## src/rtl/jtcontra_gfxrom_pkg.sv

```systemverilog
// jtcontra_gfxrom_pkg
//   Shared constants for the gfx ROM responder: arbiter FSM state codes and
//   client indices used by the round-robin pointer and slot selection.
package jtcontra_gfxrom_pkg;

    // Arbiter FSM state encodings
    localparam logic [1:0] IDLE     = 2'd0;
    localparam logic [1:0] WAIT_ACK = 2'd1;
    localparam logic [1:0] WAIT_RDY = 2'd2;

    // Client indices
    localparam logic GFX1 = 1'b0;
    localparam logic GFX2 = 1'b1;

endpackage

```

## src/rtl/jtcontra_gfxrom_slot.sv

```systemverilog
// jtcontra_gfxrom_slot
//   One cached 16-bit word for a gfx ROM client. Answers hits combinationally
//   and flags a miss when the client requests an address that is not cached
//   and the slot is not already being fetched.
// Ports:
//   clk, rstn          clock, async active-low reset
//   addr, cs           client word address and request level
//   busy               this slot's fetch is currently in flight
//   fill               write fill_addr/fill_data into the slot and mark valid
//   data               cached word, always driven
//   ok                 data is valid for the current addr
//   miss               slot needs a fetch
module jtcontra_gfxrom_slot #(
    parameter int unsigned AW = 18
) (
    input  logic          clk,
    input  logic          rstn,
    input  logic [AW-1:0] addr,
    input  logic          cs,
    input  logic          busy,
    input  logic          fill,
    input  logic [AW-1:0] fill_addr,
    input  logic [15:0]   fill_data,
    output logic [15:0]   data,
    output logic          ok,
    output logic          miss
);

    logic [AW-1:0] caddr;
    logic          valid;

    always_ff @(posedge clk or negedge rstn) begin
        if (!rstn) begin
            caddr <= '0;
            data  <= '0;
            valid <= 1'b0;
        end else if (fill) begin
            caddr <= fill_addr;
            data  <= fill_data;
            valid <= 1'b1;
        end
    end

    always_comb begin
        ok   = cs & valid & (caddr == addr);
        miss = cs & ~ok & ~busy;
    end

endmodule

```

## src/rtl/jtcontra_gfxrom_resp.sv

```systemverilog
// jtcontra_gfxrom_resp
//   Responder for the two gfx ROM read ports. Each client has a one-word
//   cache slot; misses are arbitrated round-robin onto a single SDRAM read
//   channel using a req/ack/rdy handshake.
// Ports:
//   clk, rstn                         clock, async active-low reset
//   gfx1_addr/cs -> gfx1_data/ok      client 1 read port
//   gfx2_addr/cs -> gfx2_data/ok      client 2 read port
//   sdram_addr, sdram_req             read request, held until sdram_ack
//   sdram_ack, sdram_rdy, sdram_dout  accept pulse, data-valid pulse, data
module jtcontra_gfxrom_resp
    import jtcontra_gfxrom_pkg::*;
#(
    parameter int unsigned    AW    = 18,
    parameter int unsigned    SDW   = 22,
    parameter logic [SDW-1:0] BASE1 = 22'h00_0000,
    parameter logic [SDW-1:0] BASE2 = 22'h04_0000
) (
    input  logic           clk,
    input  logic           rstn,
    input  logic [AW-1:0]  gfx1_addr,
    input  logic           gfx1_cs,
    output logic [15:0]    gfx1_data,
    output logic           gfx1_ok,
    input  logic [AW-1:0]  gfx2_addr,
    input  logic           gfx2_cs,
    output logic [15:0]    gfx2_data,
    output logic           gfx2_ok,
    output logic [SDW-1:0] sdram_addr,
    output logic           sdram_req,
    input  logic           sdram_ack,
    input  logic           sdram_rdy,
    input  logic [15:0]    sdram_dout
);

    logic [1:0]     st;
    logic           sel;         // client being fetched
    logic           rr;          // client favoured on a simultaneous miss
    logic [AW-1:0]  fetch_addr;  // address the fill is stored under

    logic           miss1, miss2;
    logic           busy1, busy2;
    logic           fill, fill1, fill2;
    logic           pick;
    logic [AW-1:0]  pick_addr;
    logic [SDW-1:0] pick_sdaddr;

    always_comb begin
        busy1 = (st != IDLE) & (sel == GFX1);
        busy2 = (st != IDLE) & (sel == GFX2);
        // ack and rdy may coincide, completing the fetch straight from WAIT_ACK
        fill  = ((st == WAIT_RDY) & sdram_rdy) |
                ((st == WAIT_ACK) & sdram_ack & sdram_rdy);
        fill1 = fill & (sel == GFX1);
        fill2 = fill & (sel == GFX2);

        if (miss1 & miss2) pick = rr;
        else               pick = miss2 ? GFX2 : GFX1;
        pick_addr   = (pick == GFX2) ? gfx2_addr : gfx1_addr;
        // sum wraps modulo 2^SDW
        pick_sdaddr = ((pick == GFX2) ? BASE2 : BASE1) +
                      {{(SDW-AW){1'b0}}, pick_addr};
    end

    always_ff @(posedge clk or negedge rstn) begin
        if (!rstn) begin
            st         <= IDLE;
            sel        <= GFX1;
            rr         <= GFX1;
            fetch_addr <= '0;
            sdram_addr <= '0;
            sdram_req  <= 1'b0;
        end else begin
            case (st)
                IDLE: begin
                    if (miss1 | miss2) begin
                        sel        <= pick;
                        fetch_addr <= pick_addr;
                        sdram_addr <= pick_sdaddr;
                        sdram_req  <= 1'b1;
                        st         <= WAIT_ACK;
                    end
                end
                WAIT_ACK: begin
                    if (sdram_ack) begin
                        sdram_req <= 1'b0;
                        if (sdram_rdy) begin
                            rr <= ~sel;
                            st <= IDLE;
                        end else begin
                            st <= WAIT_RDY;
                        end
                    end
                end
                WAIT_RDY: begin
                    if (sdram_rdy) begin
                        rr <= ~sel;
                        st <= IDLE;
                    end
                end
                default: st <= IDLE;
            endcase
        end
    end

    jtcontra_gfxrom_slot #(.AW(AW)) u_slot1 (
        .clk       (clk),
        .rstn      (rstn),
        .addr      (gfx1_addr),
        .cs        (gfx1_cs),
        .busy      (busy1),
        .fill      (fill1),
        .fill_addr (fetch_addr),
        .fill_data (sdram_dout),
        .data      (gfx1_data),
        .ok        (gfx1_ok),
        .miss      (miss1)
    );

    jtcontra_gfxrom_slot #(.AW(AW)) u_slot2 (
        .clk       (clk),
        .rstn      (rstn),
        .addr      (gfx2_addr),
        .cs        (gfx2_cs),
        .busy      (busy2),
        .fill      (fill2),
        .fill_addr (fetch_addr),
        .fill_data (sdram_dout),
        .data      (gfx2_data),
        .ok        (gfx2_ok),
        .miss      (miss2)
    );

endmodule

```

## config.mk

```make
export PLATFORM = sky130hd
export DESIGN_NAME = jtcontra_gfxrom_resp
export DESIGN_NICKNAME = d
export VERILOG_FILES = /design/src/rtl/jtcontra_gfxrom_pkg.sv /design/src/rtl/jtcontra_gfxrom_slot.sv /design/src/rtl/jtcontra_gfxrom_resp.sv
export SDC_FILE = /design/constraint.sdc
export NUM_CORES = 1
export LEC_CHECK = 0
export ABC_AREA = 1
export CAP_MARGIN = 20
export CORE_MARGIN = 8
export CORE_UTILIZATION = 50
export CTS_CLUSTER_DIAMETER = 30
export CTS_CLUSTER_SIZE = 12
export DETAILED_ROUTE_END_ITERATION = 8
export PLACE_DENSITY = 0.8
export SLEW_MARGIN = 20
export SYNTH_ARGS = -nofsm -noshare
export SYNTH_HDL_FRONTEND = slang
export SYNTH_SLANG_ARGS = --single-unit
```

## constraint.sdc

```tcl
create_clock -name clk -period 2.09 [get_ports clk]
set_input_delay 0.5225 -clock clk [delete_from_list [all_inputs] [get_ports clk]]
set_output_delay 0.5225 -clock clk [all_outputs]
set_load 0.03 [all_outputs]
```

## Yosys cells after proc, flatten, opt, wreduce, memory -nomap -nowiden

Cells that the tools add are included.

- Add/subtract/negate cells: 1
- Equal/unequal tests: 7
- Muxes and demuxes: 15
- Bitwise operators: 23
- Reduce and logical (&&, ||, !) cells: 8

Operators with widths:

| kind | count |
|---|---|
| == test 18 bit | 2 |
| adder 19 x 18 -> 20 bit | 1 |
| 2-to-1 mux 19 bit | 1 |
| 2-to-1 mux 18 bit | 1 |
| bitwise AND 1 bit | 16 |
| 2-to-1 mux 2 bit | 4 |
| 2-to-1 mux 1 bit | 6 |
| != test 2 bit (second input constant) | 3 |
| case mux 2 bit (3 select lines) | 1 |
| AND reduction 3 bit | 2 |
| nonzero test 2 bit | 3 |
| inverter 1 bit | 5 |
| case mux 1 bit (2 select lines) | 2 |
| AND reduction 2 bit | 2 |
| == test 2 x 1 -> 1 bit (second input constant) | 1 |
| == test 2 bit (second input constant) | 1 |
| logical NOT 2 bit | 1 |
| bitwise OR 1 bit | 2 |

- Register bits after elaboration: 115
- Input port bits: 58
- Output and inout port bits: 57

## Depth between registers and ports, before layout

Gate-level depths: netlist of run 1.

- Word-level depth: 9
- Depth in mapped cells: 14
- Mapped depth without buffers: 13

## Hierarchy

Synthesis of run 1 repeated with hierarchy kept, for this count alone.

- Cells, all modules: 692
- Area, all modules: 4865.9 um2

By module, submodules not included:

| module | instances | cells an instance | area an instance (um2) | sequential area each (um2) |
|---|---|---|---|---|
| jtcontra_gfxrom_slot | 2 | 251 | 1759.2 | 875.8 |
| jtcontra_gfxrom_resp | 1 | 190 | 1347.5 | 575.6 |

## Worst setup path after synthesis of run 1

OpenSTA, ideal clock, no wires.

- Kind: input port to output port
- Start: input gfx1_addr[10]
- End: output gfx1_ok
- Arrival: 1.797 ns
- Setup slack: -0.229 ns
- Stages: 5
- Buffers on the path: 0
- Cells stage by stage: inv_1 > nor2_1 > a2111oi_0 > nand2_1 > nor3b_1

- Word-level cells in the longest chain between the ends: 2

RTL lines:

| item | RTL line | text |
|---|---|---|
| start: declaration | jtcontra_gfxrom_resp.sv:21 | `input logic [AW-1:0] gfx1_addr,` |
| == test 18 bit | jtcontra_gfxrom_slot.sv:45 | `ok = cs & valid & (caddr == addr);` |
| bitwise AND 1 bit | jtcontra_gfxrom_slot.sv:45 |  |
| end: declaration | jtcontra_gfxrom_resp.sv:24 | `output logic gfx1_ok,` |

No other way between the ends.

## Final worst setup path of run 1

- Start: register u_slot1.caddr[7]
- End: output gfx1_ok

- Word-level cells in the longest chain between the ends: 2

RTL lines:

| item | RTL line | text |
|---|---|---|
| start: declaration | jtcontra_gfxrom_slot.sv:29 | `logic [AW-1:0] caddr;` |
| start signal: assignment | jtcontra_gfxrom_slot.sv:38 | `caddr <= fill_addr;` |
| == test 18 bit | jtcontra_gfxrom_slot.sv:45 |  |
| bitwise AND 1 bit | jtcontra_gfxrom_slot.sv:45 |  |

No other way between the ends.

==> out/qor.yml, run 1 <==
syn_to_final_growth_pct: 51.9
grt_pass1_wl_um: 23800
synth-xor-area-share: 0.00735
grt_max_degree: 49
whs_endpoint: "u_slot2.data[1]"
synth_top_family_by_area: "simple AND/OR/NAND/NOR gates"
hpwl_um: 11000
post-route-period-util: 1.15
power_density_mw_per_mm2: 1400
fin_area_mm2: 0.00724
crit_chain: "inv_1 > nand2_2 > o21ai_2 > a2111oi_4 > nand2_2 > nor3b_4 > buf_12"
drt_wl_total_um: 17500
critPathRequiredTime_ps: 1570
syn_inst: 614
rsz0062_at_grt: "yes"
core_mm2: 0.00924
crit-reg2reg-capture: "fetch_addr[1]"
place_area_mm2: 0.00643
synth-edff-count: 0
holdWs_ps: 492
endpoint_kind: "output port"
critPathMostFrequentCell: "nand2_2"
drive_gt1_frac: 0.259
crit_type: "reg -> out"
synthSimpleGateAreaFrac: 0.310
die_area_mm2: 0.0129
finalHoldViolCount: 0
max_freq_ghz: 0.415
synthesis.area_mm2: 0.00477
clk_root_buffer_cell: "clkbuf_8"
synthFlopType: "dfrtp_1"
crit_family: "simple AND/OR/NAND/NOR gates"
setup_slack_ps: -318
die_h_um: 114
cts.clk_slew.worst_paths_ps: 100
grt_pass1_vias: 4999
hold_start: "u_slot2.data[1]"
cellLeakagePower_uw: 0.00374
drtPass1Iterations: 5
fin_setup_tns_ps: -630
yosys_warnings: 0
fin_nets: 860
synthAdderAreaFrac: 0
r2r_start: "u_slot2.caddr[7]"
fillers: 600
grt_usage: 0.231
cp_num_buf_inv: 2
critPathMaxFanout: 2
grt_antenna_before_repair: 2
grt_overflow: 0
holdCritPathClass: "reg -> reg"
async_flop_share: 1.00
maxCapViolCount: 0
ys_ff_latch: 93
worst_ep_arrival_time_ps: 1890
dr_total_vias: 5158
wl_per_cell_um: 18.7
slew_violations: 0
cpMaxStageDelayCell: "dfrtp_1"
synthMuxAreaShare: 0.00708
cp-start-kind: "register"
die_x_um: 114
ant_nets: 0
ys_types: 38
cts_sinks: 93
cts.path.max_buffers: 2
r2r_cells: 16
violations: "negative setup slack"
viasPerCell: 5.50
skew_ps: 9.46
holdPathStages: 2
critPathMaxStageDelay_ps: 390
multiInputGateArea_mm2: 0.00225
post-route-drc-count: 0
pin_count: 115
cts_buffers: 9
status: "complete, but fails checks"
cts_tree: "yes"
start_util: 0.516
place_ws_ps: -665
irDropWorstVdd_mv: 0.916
h-tree-depth: 3
synth_area_per_cell_um2: 7.77
portBuffers: 111
worst_skew_pair.late_latency_ps: 370
gp_congestion: 0.966
period_needed_ps: 2410
drt_iter0_markers: 501
rows: 35
regToRegSetupSlack_ps: -40
synth_compound_area_frac: 0.0811
seqCellArea_mm2: 0.00233
yosysSeqAreaShare: 0.488
finalSetupViolCount: 9
==> timing repair <==
action                                  in CTS  in global routing
setup buffers                               12                 10
gates cloned                                 0                 12
hold buffers                                 1                  0
endpoints found under the hold margin        9                  0
pin swaps                                   23                 32
gates resized for setup                     62                 69
endpoints found under the setup margin       2                 26
==> layout by cell type (no fill, tap or decap), drive strengths merged, types with 2 or more instances in the layout <==
master / instances
a21oi: 15
buf: 80
clkbuf: 17
clkdlybuf4s15: 6
clkdlybuf4s50: 69
clkinv: 4
conb: 3
dfrtp: 93
dlygate4sd2: 22
dlymetal6s2s: 7
inv: 99
mux2: 3
nand2: 209
nand3: 49
nand3b: 2
nand4: 12
nor2: 41
nor3b: 2
nor4: 4
o21ai: 56
or2: 3
xnor2: 4
==> layout make-up <==
cell class                 instances  share of cell area
sequential                        93               0.321
multi-input combinational        408               0.311
timing repair buffer             193               0.264
inverter                          94              0.0504
tap                              129              0.0223
clock buffer                       9              0.0171
clock inverter                     7             0.00898
timing repair inverter             3             0.00466
antenna                            1            0.000345
==> synthesized netlist by cell type (6+ instances only) <==
cell | count | area [um2]
nand4_1 | 12 | 75.1
a21oi_1 | 15 | 75.1
o21ai_1 | 6 | 30.0
nand3_1 | 36 | 180
nor2_1 | 38 | 143
nand2_2 | 11 | 68.8
nand2_1 | 192 | 721
inv_1 | 85 | 319
nand3_2 | 12 | 120
inv_2 | 8 | 30.0
clkbuf_1 | 10 | 37.5
dfrtp_1 | 93 | 2330
o21ai_0 | 50 | 250
==> worst max-delay path by stage <==
| stage | startpoint | endpoint | slack (ps) | depth (start not counted) |
|---|---|---|---|---|
| 5_1_grt | u_slot1.caddr[15] | gfx1_ok | -390 | 6 |
| 3_3_place_gp | gfx1_addr[15] | gfx1_ok | -630 | 8 |
| 3_5_place_dp | gfx1_addr[7] | gfx1_ok | -670 | 8 |
| 2_1_floorplan | gfx1_addr[10] | gfx1_ok | 40 | 5 |
| 6_report | u_slot1.caddr[7] | gfx1_ok | -320 | 7 |
| 4_1_cts | u_slot1.caddr[6] | gfx1_ok | -400 | 6 |
==> routing by layer <==
metal  routed length, um  vias to the layer above  global-route usage
li1                    -                     2300                   -
met5                  14                        -                   0
met1                6480                     2443               0.266
met4                 776                        2               0.107
met2                8280                      337               0.384
met3                1950                       76              0.0724
==> worst reg2reg max path: cells and delay by family (launching register included) <==
kind	cells	cell delay, ps
buffers and inverters	4	480
and+or+nand+nor	12	1140
DFF	1	410
==> logic make-up after synthesis <==
logic type,after synthesis
AOI/OAI and AO/OA,75
xor gates and xnor gates,4
buffers and inverters,118
DFF,93
muxes,3
other,1
and+or+nand+nor,320
==> report_power, final <==
part / switching [uW] / internal (uW) / total (uW) / leakage (uW)
logic: 3350 / 2270 / 5620 / 0.00252
clock network: 742 / 462 / 1200 / 0.0000943
registers: 707 / 2640 / 3350 / 0.00112
total: 4800 / 5370 / 10200 / 0.00374
==> metrics by stage <==
stage	total power, uW	std cells	util
floorplan	5980	616	-
global placement	7830	889	0.696
detailed placement	8000	889	0.696
CTS	9360	918	0.733
global route	10700	937	0.784
finish	10200	937	0.784
==> state kept, by name, summed over array words and instances, names as in the netlist <==
| signal | flops |
|---|---|
| u_slot2.data | 16 |
| sdram_addr | 2 |
| u_slot1.data | 16 |
| u_slot2.valid | 1 |
| st | 2 |
| rr | 1 |
| fetch_addr | 17 |
| u_slot1.valid | 1 |
| u_slot2.caddr | 18 |
| sdram_req | 1 |
| u_slot1.caddr | 18 |
Power figures use the tool's default switching activity.
==> inputs of run 2 (changes only) <==
- CORE_UTILIZATION: 50 -> 52
- PLACE_DENSITY: 0.8 -> 0.83
- clock period: 2.09 -> 2.9 ns (I/O delays scaled with it)
==> run 2 against run 1 <==
  * The flow now finishes without violations
  * First-iteration DRC count decreased by 57%
  * Non-clock buffer count shrank 55
  * Wire length shrank 20%
  * Die area is 3.3% lower
  * Largest power group unchanged
==> out/qor.yml, run 2 (synthesis results as in run 1) <==
status: "completed"
p_sw_uw: 3010
wl_per_cell_um: 16.3
cts_buffers: 9
cp-start-kind: "input pin"
pin_count: 115
viasPerCell: 5.13
layoutNonFillerInstCount: 857
fin_area_mm2: 0.00634
syn_to_final_growth_pct: 33.0
cts_hold_buf: 0
placed_cells: 838
core_mm2: 0.00906
cts.clk_slew.worst_paths_ps: 110
rsz0062_at_grt: "yes"
reg_top3: "u_slot1.caddr: 18 flops, u_slot2.caddr: 18 flops, fetch_addr: 17 flops"
die_area_mm2: 0.0125
ant_nets: 0
portBuffers: 111
endpoint_kind: "output port"
combinationalPowerShare: 0.505
place_ws_ps: -136
skew_ps: 21.6
maxCapViolCount: 0
worst_skew_pair.late_latency_ps: 370
start_util: 0.526
crit_type: "in -> out"
maxSlewHeadroom: 0.648
holdCritPathClass: "in -> async"
critPathMaxFanout: 3
grt_max_degree: 39
post-route-period-util: 0.989
grt_usage: 0.230
totalPowerFinal_uw: 6530
cts_tree: "yes"
finalSetupViolCount: 0
grt_pass1_wl_um: 23300
die_h_um: 112
cts.path.max_buffers: 2
drive_gt1_frac: 0.138
tightest_slew_ps: 528
h-tree-depth: 3
dr_total_vias: 4397
drt_iter0_markers: 214
cellLeakagePower_uw: 0.00324
post-route-drc-count: 0
holdWs_ps: 330
critPathRequiredTime_ps: 2170
setup_slack_ps: 32.9
irDropWorstVdd_mv: 0.660
seq_power_share: 0.364
swShare: 0.461
intPower_uw: 3510
drtPass1Iterations: 5
finalHoldViolCount: 0
power_density_mw_per_mm2: 1030
most-common-layout-cells: "188 x nand2_1, 98 x clkdlybuf4s50_1, 93 x dfrtp_1"
r2r_cells: 11
grt_overflow: 0
rows: 35
place_area_mm2: 0.00607
max_freq_ghz: 0.349
period_needed_ps: 2870
cts_sinks: 93
drt_wl_total_um: 14000
final_common_cell: "nand2_1"
n_antenna_cell: 0
die_x_um: 112
fillers: 739
slew_violations: 0
grt_pass1_vias: 4772
hpwl_um: 10700
p_clk_frac: 0.131
grt_antenna_before_repair: 0
fin_nets: 799
worst_ep_arrival_time_ps: 2140
gp_congestion: 0.903
clk_root_buffer_cell: "clkbuf_8"
[run 2: critical path, stage by stage]
cell             delay (ps)
clkdlybuf4s50_1         460
nand2_1                 110
nand4_1                 140
nor4_2                  300
nor3b_2                 220
buf_4                   190
[run 2: final timing paths]
check                                        from               end  slack, ps
worst max-delay path                 gfx1_addr[8]           gfx1_ok         30
worst min-delay path                         rstn  u_slot1.caddr[5]        330
worst max register to register  u_slot2.caddr[10]     fetch_addr[0]       1040
worst min register to register      u_slot2.valid     u_slot2.valid        490
max in group asynchronous                    rstn  u_slot2.data[14]       1900
min in group clk                    u_slot2.valid     u_slot2.valid        490
[run 2: power groups by stage]
| stage | registers (uW) | logic, uW | clock network (uW) |
|---|---|---|---|
| floorplan | 2910 | 1400 | 0 |
| global placement | 2350 | 3180 | 0 |
| detailed placement | 2370 | 3260 | 0 |
| CTS | 2360 | 3290 | 867 |
| global route | 2440 | 3610 | 917 |
| finish | 2370 | 3290 | 858 |
[run 2: layout make-up]
class | count | area (um2) | share of cell area
Sequential cell | 93 | 2330 | 0.367
Clock buffer | 9 | 124 | 0.0195
Tap cell | 111 | 139 | 0.0219
Clock inverter | 7 | 65.1 | 0.0103
Inverter | 94 | 355 | 0.0560
Timing Repair Buffer | 138 | 1330 | 0.209
Multi-Input combinational cell | 405 | 2010 | 0.316
[run 2: per-stage QoR]
stage	TNS, ps	utilization
floorplan	0	-
global placement	-73.5	0.670
detailed placement	-136	0.670
CTS	0	0.694
global route	0	0.700
finish	0	0.700
[run 2: repair_timing]
action                                  4_1_cts  5_1_grt
pin swaps                                     6        9
setup buffers                                 2        1
hold endpoints to repair                      0        0
endpoints found under the setup margin        1        2
gates resized for setup                      11       14
cloned                                        0        0
[run 2: metal layers]
metal | part of all wire | GRT usage | up-vias | wire length (um)
met5 | 0 | 0 | - | 0
met1 | 0.42 | 0.266 | 2056 | 5870
met3 | 0.075 | 0.0676 | 23 | 1040
li1 | - | - | 2164 | -
met2 | 0.48 | 0.393 | 154 | 6760
met4 | 0.022 | 0.0875 | 0 | 310
